$ cat src/rtl/control_sequencer.sv
// Hardwired fetch/decode/execute sequencer for the ALU_System datapath.
// Optional single-step gate on instruction fetch: define CU_SINGLE_STEP_EN.
//
// state | meaning
// S_RST | clear RF and ARF for RST_CLR_CYCLES cycles
// S_FL  | fetch low byte of instruction, PC++
// S_FH  | fetch high byte of instruction, PC++
// S_EX  | execute opcode in IR[15:12]
// S_HLT | halted until reset
module control_sequencer #(
  parameter int unsigned RST_CLR_CYCLES = 1
) (
  input  logic       Clock,
  input  logic       Reset_N,
  input  logic [7:0] IR_High,
  input  logic [3:0] ALU_ZCNO,
`ifdef CU_SINGLE_STEP_EN
  input  logic       Step,
`endif
  output logic [1:0] MuxASel,
  output logic [1:0] MuxBSel,
  output logic       MuxCSel,
  output logic [2:0] RF_OutASel,
  output logic [2:0] RF_OutBSel,
  output logic [1:0] RF_FunSel,
  output logic [3:0] RF_TSel,
  output logic [3:0] RF_RSel,
  output logic [3:0] ALU_FunSel,
  output logic [1:0] ARF_OutASel,
  output logic [1:0] ARF_OutBSel,
  output logic [1:0] ARF_FunSel,
  output logic [3:0] ARF_RSel,
  output logic [1:0] IR_Funsel,
  output logic       IR_Enable,
  output logic       IR_LH,
  output logic       Mem_WR,
  output logic       Mem_CS,
  output logic       Halted
);

  typedef enum logic [2:0] {S_RST, S_FL, S_FH, S_EX, S_HLT} state_t;

  localparam logic [1:0] RST_LAST = 2'(RST_CLR_CYCLES - 1);

  state_t     state_q, state_d;
  logic [1:0] cnt_q, cnt_d;
  logic       step_ok;
  logic [3:0] opcode;
  logic [1:0] rd, rs;
  logic [3:0] rd_onehot;
  logic       zero_flag;
  logic       unused_flags;

`ifdef CU_SINGLE_STEP_EN
  assign step_ok = Step;
`else
  assign step_ok = 1'b1;
`endif

  assign opcode       = IR_High[7:4];
  assign rd           = IR_High[3:2];
  assign rs           = IR_High[1:0];
  assign rd_onehot    = 4'b1000 >> rd;
  assign zero_flag    = ALU_ZCNO[3];
  assign unused_flags = ^ALU_ZCNO[2:0];

  always_ff @(posedge Clock) begin
    if (!Reset_N) begin
      state_q <= S_RST;
      cnt_q   <= 2'd0;
    end else begin
      state_q <= state_d;
      cnt_q   <= cnt_d;
    end
  end

  always_comb begin
    state_d = state_q;
    cnt_d   = cnt_q;
    case (state_q)
      S_RST: begin
        if (cnt_q == RST_LAST) begin
          state_d = S_FL;
          cnt_d   = 2'd0;
        end else begin
          cnt_d = cnt_q + 2'd1;
        end
      end
      S_FL:    if (step_ok) state_d = S_FH;
      S_FH:    state_d = S_EX;
      S_EX:    state_d = (opcode == 4'hF) ? S_HLT : S_FL;
      S_HLT:   state_d = S_HLT;
      default: state_d = S_RST;
    endcase
  end

  always_comb begin
    MuxASel     = 2'b00;
    MuxBSel     = 2'b00;
    MuxCSel     = 1'b0;
    RF_OutASel  = 3'b000;
    RF_OutBSel  = 3'b000;
    RF_FunSel   = 2'b10;
    RF_TSel     = 4'b0000;
    RF_RSel     = 4'b0000;
    ALU_FunSel  = 4'b0000;
    ARF_OutASel = 2'b00;
    ARF_OutBSel = 2'b00;
    ARF_FunSel  = 2'b10;
    ARF_RSel    = 4'b0000;
    IR_Funsel   = 2'b10;
    IR_Enable   = 1'b0;
    IR_LH       = 1'b0;
    Mem_WR      = 1'b0;
    Mem_CS      = 1'b1;
    Halted      = 1'b0;
    case (state_q)
      S_RST: begin
        RF_FunSel  = 2'b11;
        RF_RSel    = 4'b1111;
        RF_TSel    = 4'b1111;
        ARF_FunSel = 2'b11;
        ARF_RSel   = 4'b1110;
      end
      S_FL, S_FH: begin
        // a stalled single-step fetch keeps the bus idle
        if (state_q == S_FH || step_ok) begin
          Mem_CS     = 1'b0;
          IR_Enable  = 1'b1;
          IR_LH      = (state_q == S_FH);
          ARF_FunSel = 2'b01;
          ARF_RSel   = 4'b1000;
        end
      end
      S_EX: begin
        case (opcode)
          4'h1: begin
            MuxASel = 2'b10;
            RF_RSel = rd_onehot;
          end
          4'h2: begin
            ARF_OutBSel = 2'b01;
            Mem_CS      = 1'b0;
            MuxASel     = 2'b01;
            RF_RSel     = rd_onehot;
          end
          4'h3: begin
            RF_OutBSel  = {1'b1, rs};
            ALU_FunSel  = 4'b0001;
            ARF_OutBSel = 2'b01;
            Mem_CS      = 1'b0;
            Mem_WR      = 1'b1;
          end
          4'h4: begin
            RF_OutBSel = {1'b1, rs};
            ALU_FunSel = 4'b0001;
            RF_RSel    = rd_onehot;
          end
          4'h5, 4'h6, 4'h7: begin
            RF_OutASel = {1'b1, rd};
            RF_OutBSel = {1'b1, rs};
            ALU_FunSel = (opcode == 4'h5) ? 4'b0100 :
                         (opcode == 4'h6) ? 4'b0110 : 4'b0111;
            RF_RSel    = rd_onehot;
          end
          4'h8: begin
            MuxBSel  = 2'b10;
            ARF_RSel = 4'b0100;
          end
          4'h9, 4'hA: begin
            if (opcode == 4'h9 || !zero_flag) begin
              MuxBSel  = 2'b10;
              ARF_RSel = 4'b1000;
            end
          end
          default: ;
        endcase
      end
      S_HLT:   Halted = 1'b1;
      default: ;
    endcase
  end

endmodule

$ cat config.mk
export PLATFORM = sky130hd
export DESIGN_NAME = control_sequencer
export DESIGN_NICKNAME = d
export VERILOG_FILES = /design/src/rtl/control_sequencer.sv
export SDC_FILE = /design/constraint.sdc
export NUM_CORES = 1
export LEC_CHECK = 0
export CAP_MARGIN = 15
export CORE_MARGIN = 5
export CORE_UTILIZATION = 33
export DETAILED_ROUTE_END_ITERATION = 8
export PLACE_DENSITY = 0.87
export SYNTH_ARGS = -nofsm -noshare
export SYNTH_HDL_FRONTEND = slang
export SYNTH_SLANG_ARGS = --single-unit
export TNS_END_PERCENT = 5
$ cat constraint.sdc
create_clock -name Clock -period 1.5 [get_ports Clock]
set_input_delay 0.15 -clock Clock [delete_from_list [all_inputs] [get_ports Clock]]
set_output_delay 0.15 -clock Clock [all_outputs]
set_load 0.01 [all_outputs]
==> impl_metrics.csv, run 1 <==
group,metric,value,unit
worst_setup_path,crit_type,"reg2out",
synthesis,synth_cells,93,
route,drt.antenna.violating_nets,0,
pwr,internal_power,0.000537,W
sta,min_period,1.67,ns
place,place_area,1130,sq um
grt,grt_pass1_vias,851,
worst_setup_path,crit_fanout,5,
outcome,violations,"setup timing",
worst_setup_path,arrival,1.52,ns
worst_setup_path,critPathTopFamily,"simple AND/OR/NAND/NOR gates",
sta,setup_ws,-0.170,ns
sta,timing.fmax,599,MHz
pwr,p_clk_share,18.3,%
clocking,cts_buffers,3,
synthesis,synthArstFlopShare,0,%
synthesis,synthXorXnorAreaFrac,2.46,%
route,drt_first_pass_iters,4,
finish,postLayoutCoreUtil,64.9,%
floorplanning,die_y,56.4,um
worst_setup_path,ff2ff_path_depth,7,
synthesis,yosys.area_share.simple,36.6,%
pwr,powerDensity,664,nW/um^2
sta,final_hold_viol_count,0,
run,cap_violations,0,
grt,grt_overflow_total,0,
clocking,clk_path_buf_depth,2,
floorplanning,coreArea,2000,sq um
hold_path,min_path_cells,2,
sta,setup_viol,23,
route,wl,2.43,mm
grt,grt_pass1_wl,3.63,mm
synthesis,synth.area.mux_share,1.41,%
worst_setup_path,r2r-start,"state_q[1]",
finish,fillers,169,
pwr,p_sw_share,37.8,%
worst_setup_path,cp-end-kind,"output pin",
pwr,p_leak,0.606,nW
clocking,holdBufCountCts,0,
floorplanning,rows,16,
worst_setup_path,worst-path-stages,5,
synthesis,synth-main-ff-cell,"dfxtp_1",
worst_setup_path,crit_slowest_cell,"or3_4",
synthesis,syn_area_per_cell,7.66,sq um
floorplanning,io_pins,56,
synthesis,synth_edf_count,0,
synthesis,synth_cell_types,35,
clocking,clkSlewWorstSetupHoldPaths,0.04,ns
worst_setup_path,rr_endpoint,"cnt_q[0]",
grt,grt_max_degree,10,
pwr,p_seq_share,18.2,%
finish,syn2layout_area_growth,82.4,%
place,place_ws,-0.577,ns
clocking,clkSinkCount,5,
floorplanning,die-area,3190,sq um
grt,track_usage,13.9,%
worst_setup_path,critPathMaxStageDelay,0.43,ns
synthesis,ys_ff_latch,5,
sta,grt_setup_unrepaired,"yes",
synthesis,synth_top_family_by_area,"simple AND/OR/NAND/NOR gates",
synthesis,ys_warn_count,0,
finish,final_nets,167,
sta,skew,0.00228,ns
grt,grt_antenna_before_repair,0,
synthesis,ys_seq_area_share,14.1,%
clocking,cts_tree,"yes",
place,gp_congestion,0.720,
finish,final_layout_size_suffix_gt1_share,54.0,%
sta,finalMaxSlewViolations,0,
synthesis,synth.most_common_cell,"buf_4",
clocking,cts-root-buf,"clkbuf_4",
hold_path,min_to,"cnt_q[0]",
worst_setup_path,start_kind,"flip-flop",
sta,finalCritPeriodShare,111,%
clocking,htreeDepth,1,
floorplanning,initial_core_util,35.6,%
pwr,ir_drop,510,uV
clocking,clk_latency,0.24,ns
synthesis,yosysTopAreaCell,"buf_4",
finish,diodes,0,
route,routedWlPerCell,13.7,um
route,viasPerCell,4.68,
route,drc,0,
pwr,switching_power,0.000326,W
synthesis,synthAdderAreaFrac,3.51,%
place,port_buffers,42,
worst_setup_path,critPathBufInv,3,
route,dr_total_vias,829,
worst_setup_path,path_common_cell,"buf_6",
pwr,p_comb_share,63.5,%
floorplanning,die_x,56.4,um
synthesis,synth_compound_area_share,13.5,%
worst_setup_path,crit_chain,"buf_6, or3_4, buf_6, o21ai_1, buf_2",
hold_path,min-delay-path-class,"reg2reg",
route,drt_iter0_drc,15,
worst_setup_path,r2r_setup_slack,0.06,ns
outcome,status,"finished with violations",
synthesis,synth.top_cell.area_share,16.9,%
worst_setup_path,cp.required,1.35,ns
synthesis,synth_common_cells,"buf_4 (16), nor2_1 (8), nand2_1 (7)",
finish,finish.instance_area,1300,sq um
synthesis,syn_area,712,sq um
synthesis,synth_area_leaders,"buf_4 (17%), dfxtp_1 (14%), and2_1 (5.3%), buf_6 (4.7%), nor2_1 (4.2%)",
hold_path,hold_start,"cnt_q[0]",
place,hpwl,1.73,mm
-- tightest hold or removal path: stages (launching register included) --
cell and delay, ns:
dfxtp_1 0.30, nand2_1 0.07, a21boi_2 0.05
-- cell usage in the layout (no fill, tap or decap), types with 3 or more instances in the layout --
master and count:
buf_6 18, buf_4 16, buf_2 13, conb_1 10
nand2_1 7, clkdlybuf4s50_1 7, inv_1 5, nor2_1 5
dlygate4sd2_1 5, and2_1 4, o21ai_2 3, nor3b_2 3
clkbuf_4 3, clkbuf_2 3
-- kinds of logic (layout without fill, tap and decap cells) --
| logic type | Yosys count | after routing |
|---|---|---|
| other cells | 2 | 10 |
| mux | 1 | 1 |
| buf+inv | 28 | 77 |
| fa+ha+maj | 2 | 2 |
| simple gates | 39 | 39 |
| xor+xnor | 2 | 2 |
| compound gates | 14 | 14 |
| flops | 5 | 5 |
-- state kept, by name, indices dropped and copies added, names as in the netlist --
signal	cells
state_q	3
cnt_q	2
-- per-layer routing --
layer	share of wire, %	up-vias	track usage, %
met1	34	392	14.8
met4	1.9	0	6.44
met3	5.8	5	2.29
met2	58	40	26.2
li1	-	392	-
met5	0	-	0
-- how the worst max path moves through the flow --
stage,startpoint,endpoint,slack [ns]
2_1_floorplan,state_q[2],ARF_RSel[2],0.12
3_3_place_gp,IR_High[7],RF_RSel[3],-0.51
3_5_place_dp,IR_High[7],RF_RSel[3],-0.58
4_1_cts,state_q[0],RF_TSel[1],-0.25
5_1_grt,state_q[1],RF_RSel[0],-0.20
6_report,state_q[1],RF_RSel[0],-0.17
-- stage by stage --
stage	hold WS (ns)	TNS, ns	total power, W	cells
floorplan	0.268	0	0.000413	101
global placement	0.454	-10.06	0.000610	162
detailed placement	0.482	-11.08	0.000623	162
CTS	0.485	-3.08	0.000762	172
global route	0.492	-3.34	0.000916	177
finish	0.479	-2.13	0.000863	177
-- area by class of cell --
| class | count | area, sq um | area share, % |
|---|---|---|---|
| Clock buffer | 4 | 26.3 | 2.02 |
| Inverter | 6 | 35.0 | 2.70 |
| Multi-Input combinational cell | 68 | 514 | 39.6 |
| Sequential cell | 5 | 109 | 8.38 |
| Timing Repair Buffer | 67 | 581 | 44.7 |
| Tap cell | 27 | 33.8 | 2.60 |
-- timing repair --
| action | in CTS | in global routing |
|---|---|---|
| setup endpoints to repair | 32 | 29 |
| gates resized for setup | 108 | 54 |
| pin swaps | 5 | 6 |
| buffers inserted | 6 | 6 |
-- power by group through the flow --
stage | Clock (W) | Combinational (W) | Sequential [W]
2_1_floorplan | 0 | 0.000267 | 0.000146
3_3_place_gp | 0 | 0.000455 | 0.000155
3_5_place_dp | 0 | 0.000467 | 0.000156
4_1_cts | 0.000158 | 0.000449 | 0.000156
5_1_grt | 0.000168 | 0.000591 | 0.000157
6_report | 0.000158 | 0.000548 | 0.000157
No activity file was read; power rests on OpenSTA's default activity.
==> run 2: changes to the inputs <==
--- a/config.mk
+++ b/config.mk
@@ -9,8 +9,8 @@
 export CORE_MARGIN = 5
 export CORE_UTILIZATION = 33
 export DETAILED_ROUTE_END_ITERATION = 8
-export PLACE_DENSITY = 0.87
+export PLACE_DENSITY = 0.92
 export SYNTH_ARGS = -nofsm -noshare
 export SYNTH_HDL_FRONTEND = slang
 export SYNTH_SLANG_ARGS = --single-unit
-export TNS_END_PERCENT = 5
+export TNS_END_PERCENT = 100
==> impl_metrics.csv, run 2 (synthesis gave the netlist of run 1 again) <==
group,metric,value,unit
sta,setup_ws,-0.251,ns
worst_setup_path,cp.required,1.35,ns
pwr,p_leak,0.663,nW
grt,grt_max_degree,9,
finish,final_common_cell,"buf_6",
route,drc,0,
sta,skew,0.000532,ns
worst_setup_path,cp-end-kind,"output pin",
grt,grt_pass1_vias,803,
worst_setup_path,crit_fanout,6,
finish,regMostFlops,"state_q",
grt,track_usage,13.2,%
worst_setup_path,critPathMaxStageDelay,0.36,ns
pwr,powerDensity,634,nW/um^2
sta,setup_viol,26,
finish,diodes,0,
worst_setup_path,arrival,1.60,ns
clocking,holdBufCountCts,0,
floorplanning,die-area,3190,sq um
clocking,clk_path_buf_depth,2,
finish,final_nets,174,
grt,grt_pass1_wl,3.47,mm
worst_setup_path,critPathBufInv,3,
outcome,status,"finished with violations",
worst_setup_path,path_common_cell,"buf_6",
worst_setup_path,crit_type,"reg2out",
place,port_buffers,42,
sta,finalCritPeriodShare,117,%
grt,grt_antenna_before_repair,0,
floorplanning,io_pins,56,
place,gp_congestion,0.839,
sta,finalMaxSlewViolations,0,
hold_path,min-delay-path-class,"reg2reg",
floorplanning,rows,16,
sta,min_period,1.75,ns
route,routedWlPerCell,14.7,um
worst_setup_path,crit_slowest_cell,"dfxtp_4",
floorplanning,coreArea,2000,sq um
finish,syn2layout_area_growth,99.1,%
clocking,cts_tree,"yes",
route,drt_iter0_drc,10,
clocking,htreeDepth,1,
floorplanning,die_x,56.4,um
route,drt_first_pass_iters,4,
outcome,violations,"setup timing",
route,wl,2.70,mm
clocking,cts-root-buf,"clkbuf_4",
finish,final_layout_size_suffix_gt1_share,60.5,%
floorplanning,die_y,56.4,um
run,cap_violations,0,
worst_setup_path,crit_chain,"nand4bb_4, buf_6, nor3b_4, buf_6, nor2b_4, buf_6",
sta,grt_setup_unrepaired,"yes",
floorplanning,initial_core_util,35.6,%
finish,largest_reg_flops,3,
sta,final.setup.tns,-3.64,ns
finish,final_cell_mix,"buf_6 (24), buf_4 (19), buf_2 (14)",
route,dr_total_vias,844,
pwr,ir_drop,518,uV
grt,grt_overflow_total,0,
worst_setup_path,start_kind,"flip-flop",
sta,final_hold_viol_count,0,
sta,timing.fmax,571,MHz
place,hpwl,1.56,mm
worst_setup_path,critPathTopFamily,"simple AND/OR/NAND/NOR gates",
clocking,cts_buffers,3,
finish,largest_registers,"state_q (3), cnt_q (2)",
finish,fillers,151,
sta,holdWs,0.486,ns
clocking,clkSinkCount,5,
clocking,clkSlewWorstSetupHoldPaths,0.04,ns
finish,postLayoutCoreUtil,70.8,%
route,viasPerCell,4.59,
route,drt.antenna.violating_nets,0,
clocking,clk_latency,0.25,ns
## run 2: cell type report
cell class              instances  area (sq um)  area share, %
multi-input cells              68           561           39.5
clock buffers                   4          26.3           1.85
well taps                      27          33.8           2.38
flip-flops and latches          5           111           7.86
inverters                       6          35.0           2.47
repair buffers                 74           651           45.9
## run 2: metal layers
metal	GRT usage [%]	vias to the layer above	wire length (um)
li1	-	411	-
met1	13.6	388	989
met2	24.8	41	1470
met3	3.90	4	211
met4	4.75	0	34
met5	0	-	0
## run 2: report_power, final
group          leakage [nW]  switching (W)  internal (W)
clock network        0.0150      0.0000583      0.000101
logic                 0.606       0.000263      0.000319
registers            0.0428      0.0000157      0.000142
total                 0.663       0.000337      0.000562
## run 2: metrics by stage
stage / setup WS, ns / total power [W] / cell area (sq um) / std cells
floorplan: 0.123 / 0.000413 / 742 / 101
global placement: -0.508 / 0.000605 / 1130 / 162
detailed placement: -0.581 / 0.000611 / 1130 / 162
CTS: -0.223 / 0.000778 / 1220 / 176
global route: -0.320 / 0.000952 / 1420 / 184
finish: -0.251 / 0.000898 / 1420 / 184
## run 2: worst paths after layout
check | from | end | slack [ns] | cells after the start
worst max-delay path | state_q[2] | MuxASel[0] | -0.25 | 6
worst min register to register | cnt_q[0] | cnt_q[0] | 0.49 | 2
worst min-delay path | cnt_q[0] | cnt_q[0] | 0.49 | 2
worst max register to register | state_q[2] | cnt_q[0] | -0.05 | 8
## run 2: worst register-to-register path, stage by stage, from the launching register on
cell      delay, ns
dfxtp_4        0.36
buf_4          0.14
or3_4          0.42
buf_12         0.15
clkinv_8       0.05
buf_4          0.10
buf_4          0.10
nand2_1        0.06
a21boi_2       0.11
## run 2: what timing repair did
action	CTS	global route
gates resized for setup	140	44
buffers inserted	10	8
pin swaps	10	9
endpoints found under the setup margin	32	30
hold endpoints to repair	0	0
